<file path="src/rtl/demux4_sched.sv">
// One-entry holding register that steers each upstream word to one of four lanes,
// round-robin or fixed. Define DEMUX4_SCHED_STATS_EN to implement the skip_cnt counter.
module demux4_sched #(
   parameter int DATA_W  = 8,
   parameter int TIMEOUT = 15
) (
   input  logic              clk,
   input  logic              rst,
   input  logic [DATA_W-1:0] in_data,
   input  logic              in_valid,
   output logic              in_ready,
   input  logic              mode,
   input  logic [1:0]        fixed_sel,
   output logic [1:0]        sel,
   output logic [DATA_W-1:0] out_data0,
   output logic [DATA_W-1:0] out_data1,
   output logic [DATA_W-1:0] out_data2,
   output logic [DATA_W-1:0] out_data3,
   output logic [3:0]        out_valid,
   input  logic [3:0]        out_ready,
   output logic [7:0]        skip_cnt
);

   // Handshakes: a word moves on a rising edge where valid and ready are both 1.
   // valid never waits on ready, and in_ready/out_valid depend only on registered state.

   typedef enum logic {
      IDLE = 1'b0,
      HOLD = 1'b1
   } state_t;

   localparam logic [7:0] WAIT_LAST = 8'(TIMEOUT - 1);

   state_t            state, state_nx;
   logic [DATA_W-1:0] held, held_nx;
   logic [1:0]        sel_q, sel_nx;
   logic [1:0]        rr_ptr, rr_nx;
   logic [7:0]        wait_cnt, wait_nx;
   logic              fixed_q, fixed_nx;
   logic              lane_rdy;

   assign lane_rdy = out_ready[sel_q];

   always_ff @(posedge clk) begin
      if (rst) begin
         state    <= IDLE;
         held     <= '0;
         sel_q    <= 2'd0;
         rr_ptr   <= 2'd0;
         wait_cnt <= 8'd0;
         fixed_q  <= 1'b0;
      end else begin
         state    <= state_nx;
         held     <= held_nx;
         sel_q    <= sel_nx;
         rr_ptr   <= rr_nx;
         wait_cnt <= wait_nx;
         fixed_q  <= fixed_nx;
      end
   end

   always_comb begin
      state_nx = state;
      held_nx  = held;
      sel_nx   = sel_q;
      rr_nx    = rr_ptr;
      wait_nx  = wait_cnt;
      fixed_nx = fixed_q;
      case (state)
         IDLE: begin
            if (in_valid) begin
               held_nx  = in_data;
               fixed_nx = mode;
               sel_nx   = mode ? fixed_sel : rr_ptr;
               wait_nx  = 8'd0;
               state_nx = HOLD;
            end
         end
         HOLD: begin
            // A ready lane always wins over a timeout firing on the same edge.
            if (lane_rdy) begin
               state_nx = IDLE;
               if (!fixed_q) rr_nx = sel_q + 2'd1;
            end else if (!fixed_q) begin
               if (wait_cnt == WAIT_LAST) begin
                  sel_nx  = sel_q + 2'd1;
                  wait_nx = 8'd0;
               end else begin
                  wait_nx = wait_cnt + 8'd1;
               end
            end
         end
         default: state_nx = IDLE;
      endcase
   end

`ifdef DEMUX4_SCHED_STATS_EN
   logic       retarget;
   logic [7:0] skip_q;

   assign retarget = (state == HOLD) && !lane_rdy && !fixed_q && (wait_cnt == WAIT_LAST);

   always_ff @(posedge clk) begin
      if (rst)                              skip_q <= 8'd0;
      else if (retarget && skip_q != 8'hFF) skip_q <= skip_q + 8'd1;
   end

   assign skip_cnt = skip_q;
`else
   assign skip_cnt = 8'd0;
`endif

   assign in_ready  = (state == IDLE);
   assign sel       = sel_q;
   assign out_valid = (state == HOLD) ? (4'b0001 << sel_q) : 4'b0000;
   assign out_data0 = out_valid[0] ? held : '0;
   assign out_data1 = out_valid[1] ? held : '0;
   assign out_data2 = out_valid[2] ? held : '0;
   assign out_data3 = out_valid[3] ? held : '0;

endmodule
</file>
<file path="config.mk">
export PLATFORM = sky130hd
export DESIGN_NAME = demux4_sched
export DESIGN_NICKNAME = d
export VERILOG_FILES = /design/src/rtl/demux4_sched.sv
export SDC_FILE = /design/constraint.sdc
export NUM_CORES = 1
export LEC_CHECK = 0
export CAP_MARGIN = 20
export CORE_MARGIN = 8
export CORE_UTILIZATION = 39
export CTS_BUF_LIST = sky130_fd_sc_hd__clkbuf_2
export DETAILED_ROUTE_END_ITERATION = 16
export DONT_BUFFER_PORTS = 1
export GPL_TIMING_DRIVEN = 1
export MAX_ROUTING_LAYER = met4
export SLEW_MARGIN = 5
export SYNTH_ARGS = -nofsm -noshare
export SYNTH_HDL_FRONTEND = slang
export SYNTH_SLANG_ARGS = --single-unit
</file>
<file path="constraint.sdc">
create_clock -name clk -period 6.14 [get_ports clk]
set_clock_uncertainty 0.2 [all_clocks]
set_input_delay 0.614 -clock clk [delete_from_list [all_inputs] [get_ports clk]]
set_output_delay 0.614 -clock clk [all_outputs]
set_load 0.05 [all_outputs]
</file>
==> results.toml <==
[outcome]
status = "completed"

[synth]
syn_area_sq_mm = 0.00137
synth_cells = 174
seq_area_frac_synth_pct = 32.2
synth-seq-cells = 22
synth_cell_type_count = 33
yosysWarnings = 0
synth_area_per_cell_sq_um = 7.85

[worst_setup_path]
crit_path_start_kind = "flip-flop"
critPathKind = "reg2out"
slowest_stage = "dfxtp_1"
worstSetupEndpointType = "output port"
slowest_delay_ns = 0.83
critPathRequiredTime_ns = 5.33
r2r_slack_ns = 3.39
critical_path_arrival_ns = 2.15
crit_fanout = 9
path_cells = "inv_1 > ha_1 > and3_1"
cp_num_buf_inv = 1
critPathTopFamily = "flip-flops"

[min_path]
holdCritPathClass = "in2reg"

[global_route]
overflow = 0
grt_pass1_vias = 1068
grt_use_total_pct = 12.5
grt_max_degree = 49
antenna_found_initial = 0
grt_pass1_wl_mm = 5.34

[timing]
hold_slack_ns = 0.104
tightest_slew_ns = 0.747
min_period_ns = 2.96
fin_setup_tns_ns = 0
maxSlewViolCount = 0
max_freq_ghz = 0.337
rsz0062_at_grt = "false"
hold_viol = 0
relSlewSlack_pct = 50.1
fin_crit_sh_pct = 48.3
setup_viol = 0

[cells_and_area]
fin_util_pct = 41.7
finalNetCount = 192
instances_no_fill = 213
synthToLayoutAreaGrowth_pct = 2.56
drive_above_1_share_pct = 4.79
antennaDiodeCount = 0
fillerInstances = 332

[clock_tree]
cts_root_buf = "clkbuf_2"
clock_sinks = 22
cts_setup_buffers = 0
h-tree-depth = 1
clk_latency_ns = 0.33
cts-resized-gates = 0
cts_tree = "done"
clockBufferDepth = 2
numCtsBuffers = 3
clk_pin_slew_ns = 0.23
hold_buffers = 0

[job]
max_cap_violations = 0

[floorplanning]
initial_utilization_pct = 40.6
io_pins = 65
die_y_um = 75.2
die_w_um = 75.2
core_sq_mm = 0.00336
die-area_sq_mm = 0.00565
rows = 21

[placed_design]
dp_hpwl_mm = 2.71
portBuffers = 0
place.gp.congestion = 0.851
dp_cells = 208

[routing]
dr_total_vias = 1189
ant_nets = 0
dr.pass1.iters = 4
drc = 0
viasPerCell = 5.58
dr.first_iter.drc_count = 48
wire_per_inst_um = 16.3
wirelength_mm = 3.47

[pwr]
p_leak_nw = 0.651
peakVddDrop_mv = 0.0734
power_density_mw_per_mm2 = 235
p_total_mw = 0.329
-- sequential cells by signal, indices dropped and copies added, names as in the netlist --
register  cells
held          8
sel           2
state         1
fixed_q       1
rr_ptr        2
wait_cnt      8
-- cell type report --
| cell class | count | area, sq um | area share, % |
|---|---|---|---|
| inverter | 6 | 22.5 | 1.61 |
| tap | 46 | 57.6 | 4.11 |
| timing repair buffer | 1 | 15.0 | 1.07 |
| multi-input combinational | 134 | 821 | 58.6 |
| clock buffer | 3 | 15.0 | 1.07 |
| clock inverter | 1 | 30.0 | 2.14 |
| sequential | 22 | 440 | 31.4 |
-- kinds of logic (layout without fill, tap and decap cells) --
family	after synthesis	count (layout)	synth area share (%)
xor+xnor	1	1	0.641
buf+inv	25	11	9.61
mux	5	5	4.58
compound gates	31	31	13.7
flops	22	22	32.2
simple gates	83	83	33.4
other cells	1	8	0.274
fa+ha+maj	6	6	5.49
-- cells in the final DEF (no fill, tap or decap), types with 2 or more instances in the layout --
master	count
o31ai_1	2
and3_1	34
nor2b_1	2
clkbuf_2	3
dfxtp_1	22
nand2_1	22
o21ai_0	6
or3_2	2
inv_1	6
and2_1	4
a21oi_1	16
nand2b_1	2
mux2i_1	4
conb_1	8
ha_1	6
nand3_1	3
or3_1	4
a211oi_1	2
nor2_1	5
or4_1	2
-- cells in the mapped netlist --
cell type	instances	share of area (%)
a2111o_1	1	0.82
a211oi_1	2	1.1
a21oi_1	16	5.9
and2_1	4	1.8
and3_1	34	16
buf_1	1	0.27
buf_4	8	4.4
buf_6	1	0.82
clkbuf_1	9	2.5
conb_1	1	0.27
dfxtp_1	22	32
ha_1	6	5.5
inv_1	6	1.6
mux2i_1	4	2.9
mux4_2	1	1.6
nand2_1	22	6.0
nand2b_1	2	0.92
nand3_1	3	1.1
nand3b_1	1	0.55
nand4b_1	1	0.64
nor2_1	5	1.4
nor2b_1	2	0.92
nor4_1	1	0.46
o2111ai_1	1	0.64
o21a_1	1	0.55
o21ai_0	6	2.2
o31ai_1	2	1.1
o41a_1	1	0.82
o41ai_1	1	0.64
or3_1	4	1.8
or3_2	2	1.1
or4_1	2	1.1
xnor2_1	1	0.64
-- per-layer routing --
metal | track usage, % | vias up | share of wire (%) | routed length, um
met5 | - | - | 0 | 0
met4 | 5.54 | 0 | 2.0 | 69
met3 | 2.80 | 6 | 11 | 369
met2 | 21.6 | 46 | 48 | 1670
met1 | 13.4 | 556 | 39 | 1350
li1 | - | 581 | - | -
-- final timing paths --
check | endpoint | startpoint | depth (start not counted)
min reg2reg | held[3]$_SDFFE_PP0P_ | held[3]$_SDFFE_PP0P_ | 2
min | held[3]$_SDFFE_PP0P_ | rst | 1
max | out_data0[2] | sel[0]$_SDFFE_PP0P_ | 3
max reg2reg | wait_cnt[3]$_SDFFE_PP0P_ | sel[0]$_SDFFE_PP0P_ | 4
-- where the power goes --
part	total, mW	switching, mW	internal [mW]
clock network	0.102	0.0463	0.0561
logic	0.0649	0.0489	0.0160
registers	0.162	0.0120	0.150
total	0.329	0.107	0.222
-- through the flow --
| step | setup slack, ns | cell area [sq um] |
|---|---|---|
| after floorplan | 3.65 | 1390 |
| after global placement | 3.51 | 1340 |
| after detailed placement | 3.45 | 1340 |
| after CTS | 3.14 | 1390 |
| after global routing | 3.05 | 1400 |
| final | 3.18 | 1400 |
(Power assumes the default switching activity.)
==> patch 1 (config.mk and constraints unchanged) <==
Add a define of `DEMUX4_SCHED_STATS_EN`.
--- a/src/rtl/demux4_sched.sv
+++ b/src/rtl/demux4_sched.sv
@@ -1,5 +1,7 @@
 // One-entry holding register that steers each upstream word to one of four lanes,
 // round-robin or fixed. Define DEMUX4_SCHED_STATS_EN to implement the skip_cnt counter.
+`define DEMUX4_SCHED_STATS_EN
+
 module demux4_sched #(
    parameter int DATA_W  = 8,
    parameter int TIMEOUT = 15
Formal check against the unedited RTL: same outputs for any inputs over 10 cycles, from zero or initial values and one cycle with rst high; that may be too few to reach the edited logic, so the function may still have changed.
==> patch 1 against the original RTL <==
  * Setup slack lost 69 ps
  * Cell area grew 27%
  * Area after synthesis grew 27%
  * Routed wire length grew 23%
  * Clock power shrank 5%
  * Sequential cell count grew 8
  * Power grew 12%
  * Die area grew 21%
  * Critical path type is now reg2reg
  * Critical endpoint is now skip_cnt[4]
==> patch 1: results (changes against the original RTL) <==
* Share of layout cells above drive strength 1 at 0.0802 (+0.0323)
* Num CTS Buffers at 5 (+2)
* Total Power at 0.370 mW (+12%)
* Inserted Diodes at 0 (unchanged)
* Flop pwr share at 0.579 (+0.087)
* Via/cell ratio at 5.94 (+6.4%)
* Worst Setup EP: skip_cnt[4]
* Largest net degree at the start of global routing at 41 (-16%)
* Drt first-iter violations at 104 (+120%)
* Adder-cell share of the synthesized area at 0.0506 (-0.00437)
* Largest cells by area after synthesis: dfxtp_1, and3_1, a21oi_1
* Crit path largest cell delay at 760 ps (-70 ps)
* Global-route wire length before repair at 6.44 mm (+21%)
* Sw Ratio at 0.331 (+0.00566)
* Synthesized area per cell at 8.09 um^2 (+3.1%)
* Seq/Total Area, Yosys at 0.347 (+0.0245)
* Post-synthesis async set-or-reset flop share at 0 (unchanged)
* Cell count after placement at 256 (+23%)
* Leakage power at 0.718 nW (+10%)
* Outcome: completed
* Total Wirelength at 4.27 mm (+23%)
* CTS resizes at 0 (unchanged)
* Post-DP HPWL at 3.17 mm (+17%)
* Combinational power share at 0.159 (-0.038)
* Mux share of post-synthesis cell area at 0.0361 (-0.00966)
* Placed cell area at 1740 um^2 (+30%)
* Cell family with most CP delay: simple AND/OR/NAND/NOR gates
* Buffer count from post-CTS setup fixing at 0 (unchanged)
* Placer congestion estimate at 0.756 (-11%)
* Worst Path Arrival at 3130 ps (+980 ps)
* Compound-gate portion of the synthesized area at 0.172 (+0.0346)
* Clock-pin transition on the worst setup and hold timing paths at 150 ps (-80 ps)
* Xor-xnor portion of the synthesized cell area at 0.00506 (-0.00135)
* # H-tree levels at 2 (+1)
* Finished Layout Cells at 264 (+24%)
* Unique masters post-synth at 37 (+12%)
* Skew-Pair Late Insertion Delay at 360 ps (+30 ps)
* Headroom to the max-slew limit at 0.517 (+0.0158)
* Vias in the first global route at 1322 (+24%)
* Number of fill cells at 442 (+33%)
* Total GRT Usage at 0.126 (+0.000430)
* Worst setup path start: sel[0]
* Final period utilization at 0.494 (+0.0112)
* Dpl ws at 3150 ps (-296 ps)
* Peak supply drop at 0.118 mV (+61%)
* Worst-path fanout max at 14 (+5)
* Power per cell area at 208 nW/um^2 (-11%)
* FF-to-FF setup slack at 3110 ps (-280 ps)
* Hold WS at 93.8 ps (-10.4 ps)
* Post-synth top cells: and3_1, dfxtp_1, nand2_1
patch 1: cell count changes after synthesis, sizes merged, moves of 2 or more:
cell   change
a21oi      +8
and3       -2
buf       -10
dfxtp      +8
nand2      +4
nand3      +5
nand4      +3
nor2       +5
o31ai      +5
or4        +6
patch 1: logic make-up (layout without fill, tap and decap cells):
| family | count (synthesis) | in the layout |
|---|---|---|
| xor+xnor | 1 | 1 |
| buf+inv | 18 | 16 |
| compound gates | 48 | 48 |
| fa+ha+maj | 7 | 7 |
| simple gates | 105 | 105 |
| flops | 30 | 30 |
| mux | 5 | 5 |
patch 1: layer usage:
layer / vias to the layer above / GRT usage / share of wire
met3: 6 / 0.0487 / 0.15
met2: 70 / 0.182 / 0.42
met5: - / - / 0
met4: 0 / 0.0621 / 0.013
met1: 715 / 0.148 / 0.42
li1: 777 / - / -
patch 1: layout make-up:
type / instances / area share
clock inverter: 2 / 0.00493
sequential: 30 / 0.338
multi-input combinational: 166 / 0.585
clock buffer: 6 / 0.0169
inverter: 7 / 0.0148
timing repair buffer: 1 / 0.00423
tap: 52 / 0.0366
patch 1: how the worst min path moves through the flow:
stage                     startpoint           to  cells past startpoint
final                            rst    rr_ptr[1]                      1
after detailed placement   rr_ptr[1]    rr_ptr[1]                      2
after floorplan            rr_ptr[1]    rr_ptr[1]                      2
after global routing             rst  skip_cnt[2]                      1
after CTS                        rst  skip_cnt[2]                      1
after global placement     rr_ptr[1]    rr_ptr[1]                      2
patch 1: worst reg2reg max path, cell delays in order (launching register included):
cell     delay, ps
dfxtp_1        760
mux4_2         700
or4_4          660
or4_1          490
a21oi_1        160
==> patch 2 (config.mk and constraints unchanged) <==
Made on the original files. Register the input `mode` before use, cleared by the reset. The logic sees it one clock later. The other inputs are not delayed to match.
--- a/src/rtl/demux4_sched.sv
+++ b/src/rtl/demux4_sched.sv
@@ -30,6 +30,16 @@
    } state_t;
 
    localparam logic [7:0] WAIT_LAST = 8'(TIMEOUT - 1);
+
+   logic mode_q;
+
+   always_ff @(posedge clk) begin
+      if (rst) begin
+         mode_q <= '0;
+      end else begin
+         mode_q <= mode;
+      end
+   end
 
    state_t            state, state_nx;
    logic [DATA_W-1:0] held, held_nx;
@@ -70,8 +80,8 @@
          IDLE: begin
             if (in_valid) begin
                held_nx  = in_data;
-               fixed_nx = mode;
-               sel_nx   = mode ? fixed_sel : rr_ptr;
+               fixed_nx = mode_q;
+               sel_nx   = mode_q ? fixed_sel : rr_ptr;
                wait_nx  = 8'd0;
                state_nx = HOLD;
             end
Formal check against the unedited RTL: not equivalent (Yosys sat finds a counterexample within 4 cycles, from zero or initial values and one cycle with rst high).
==> patch 2 against the original RTL <==
  * Cell area grew 2.3%
  * Die area is 4.2% higher
  * Register-to-register slack got worse by 120 ps
  * Synthesized cell count grew 2.3%
  * Combinational power grew 1%
  * Area after synthesis increased by 5.3%
  * Via count is 2.4% higher
  * Clock power fell by 40%
  * Routed wire length down 2.0%
  * Sequential cell count grew 1
  * Setup slack lost 90 ps
  * Power shrank 8.5%
  * Hold slack got worse by 13 ps
  * Cell count is 3.3% higher
  * Critical path type unchanged
  * Highest routed layer unchanged
==> patch 2: results (changes against the original RTL) <==
* Unique masters post-synth at 37 (+12%)
* Root Driver: clkbuf_2
* Worst Path Arrival at 2240 ps (+90 ps)
* Post-DP HPWL at 2.69 mm (-1.0%)
* Buffer count from post-CTS setup fixing at 0 (unchanged)
* FF-to-FF setup slack at 3270 ps (-120 ps)
* Post-synth top cells: and3_1, nand2_1, dfxtp_1
* Worst Hold Path EP: wait_cnt[1]
* Post-synthesis async set-or-reset flop share at 0 (unchanged)
* Total Wirelength at 3.40 mm (-2.0%)
* Global-route wire length before repair at 5.32 mm (-0.39%)
* Headroom to the max-slew limit at 0.348 (-0.153)
* Placer congestion estimate at 0.878 (+3.2%)
* # H-tree levels at 1 (unchanged)
* Largest net degree at the start of global routing at 45 (-8.2%)
* Biggest regs: held (8), wait_cnt (8)
* Worst R2R End: wait_cnt[4]
* CTS resizes at 0 (unchanged)
* Total GRT Usage at 0.107 (-0.0179)
* Leakage power at 0.646 nW (-0.75%)
* Vias in the first global route at 1045 (-2.2%)
* Skew-Pair Late Insertion Delay at 340 ps
* Share of layout cells above drive strength 1 at 0.0581 (+0.0102)
* Peak supply drop at 0.0709 mV (-3.5%)
* Hold path cells at 1 (unchanged)
* Dpl ws at 3360 ps (-88.5 ps)
* Largest cells by area after synthesis: dfxtp_1, and3_1, nand2_1
* Number of fill cells at 370 (+11%)
* Drt first-iter violations at 73 (+52%)
* Hold_sp: rst
* Seq/Total Area, Yosys at 0.320 (-0.00234)
* Routed vias at 1218 (+2.4%)
* Outcome: completed
* Reg-to-reg startpoint: state
* Worst-path fanout max at 9 (unchanged)
* Nets at 197 (+2.6%)
* Clock-pin transition on the worst setup and hold timing paths at 240 ps
* Placed cell area at 1410 um^2 (+5.4%)
## patch 2: changes by cell type in the layout (fill, tap and decap cells not counted), moves of 2 or more
cell and delta:
nand2_1 +4, o211ai_1 +3, and3_1 -2, mux2i_2 +2
nand2b_1 -2, o21ai_0 -2, or3_2 -2
## patch 2: report_power, final
part | internal (mW) | total [mW] | switching, mW
clock | 0.0148 | 0.0617 | 0.0469
combinational | 0.0172 | 0.0656 | 0.0484
sequential | 0.157 | 0.174 | 0.0172
total | 0.189 | 0.301 | 0.113
## patch 2: final cells by class
cell class                 instances  share of cell area
tap                               48              0.0419
sequential                        23               0.321
clock inverter                     1             0.00349
clock buffer                       3              0.0105
inverter                           6              0.0157
multi-input combinational        139               0.607
## patch 2: logic make-up after synthesis
group                    synth area share
flip-flops                          0.320
XOR/XNOR                          0.00609
adder cells (fa/ha/maj)            0.0522
buffers and inverters              0.0930
AND/OR/NAND/NOR                     0.328
other                             0.00261
AO/OA/AOI/OAI                       0.128
multiplexers                       0.0704
## patch 2: critical path, cell delays in order (launching register included)
cell     delay (ps)
dfxtp_1         950
ha_1            420
and3_1          520
## patch 2: per-layer routing
| layer | global-route usage | vias to the layer above | wire, um |
|---|---|---|---|
| li1 | - | 601 | - |
| met1 | 0.106 | 574 | 1390 |
| met2 | 0.184 | 39 | 1650 |
| met3 | 0.0524 | 4 | 330 |
| met4 | 0.0288 | 0 | 27 |
| met5 | - | - | 0 |
## patch 2: worst max path at each step
| stage | start | end | slack [ps] | cells after the start |
|---|---|---|---|---|
| after floorplan | sel[1] | out_data3[0] | 3770 | 2 |
| after global placement | sel[0] | out_data0[0] | 3500 | 3 |
| after detailed placement | state | wait_cnt[2] | 3360 | 4 |
| after CTS | sel[0] | out_data1[7] | 3060 | 2 |
| after global routing | sel[0] | out_data0[6] | 2930 | 3 |
| final | sel[0] | out_data1[1] | 3090 | 2 |
## patch 2: metrics by stage
step / hold WS [ps] / power, mW / utilization / cells
3_5_place_dp: 277 / 0.243 / 0.392 / 216
4_1_cts: 88.2 / 0.302 / 0.398 / 220
3_3_place_gp: 261 / 0.240 / 0.392 / 216
6_report: 91.2 / 0.301 / 0.398 / 220
2_1_floorplan: 251 / 0.240 / - / 185
5_1_grt: 42.6 / 0.319 / 0.398 / 220
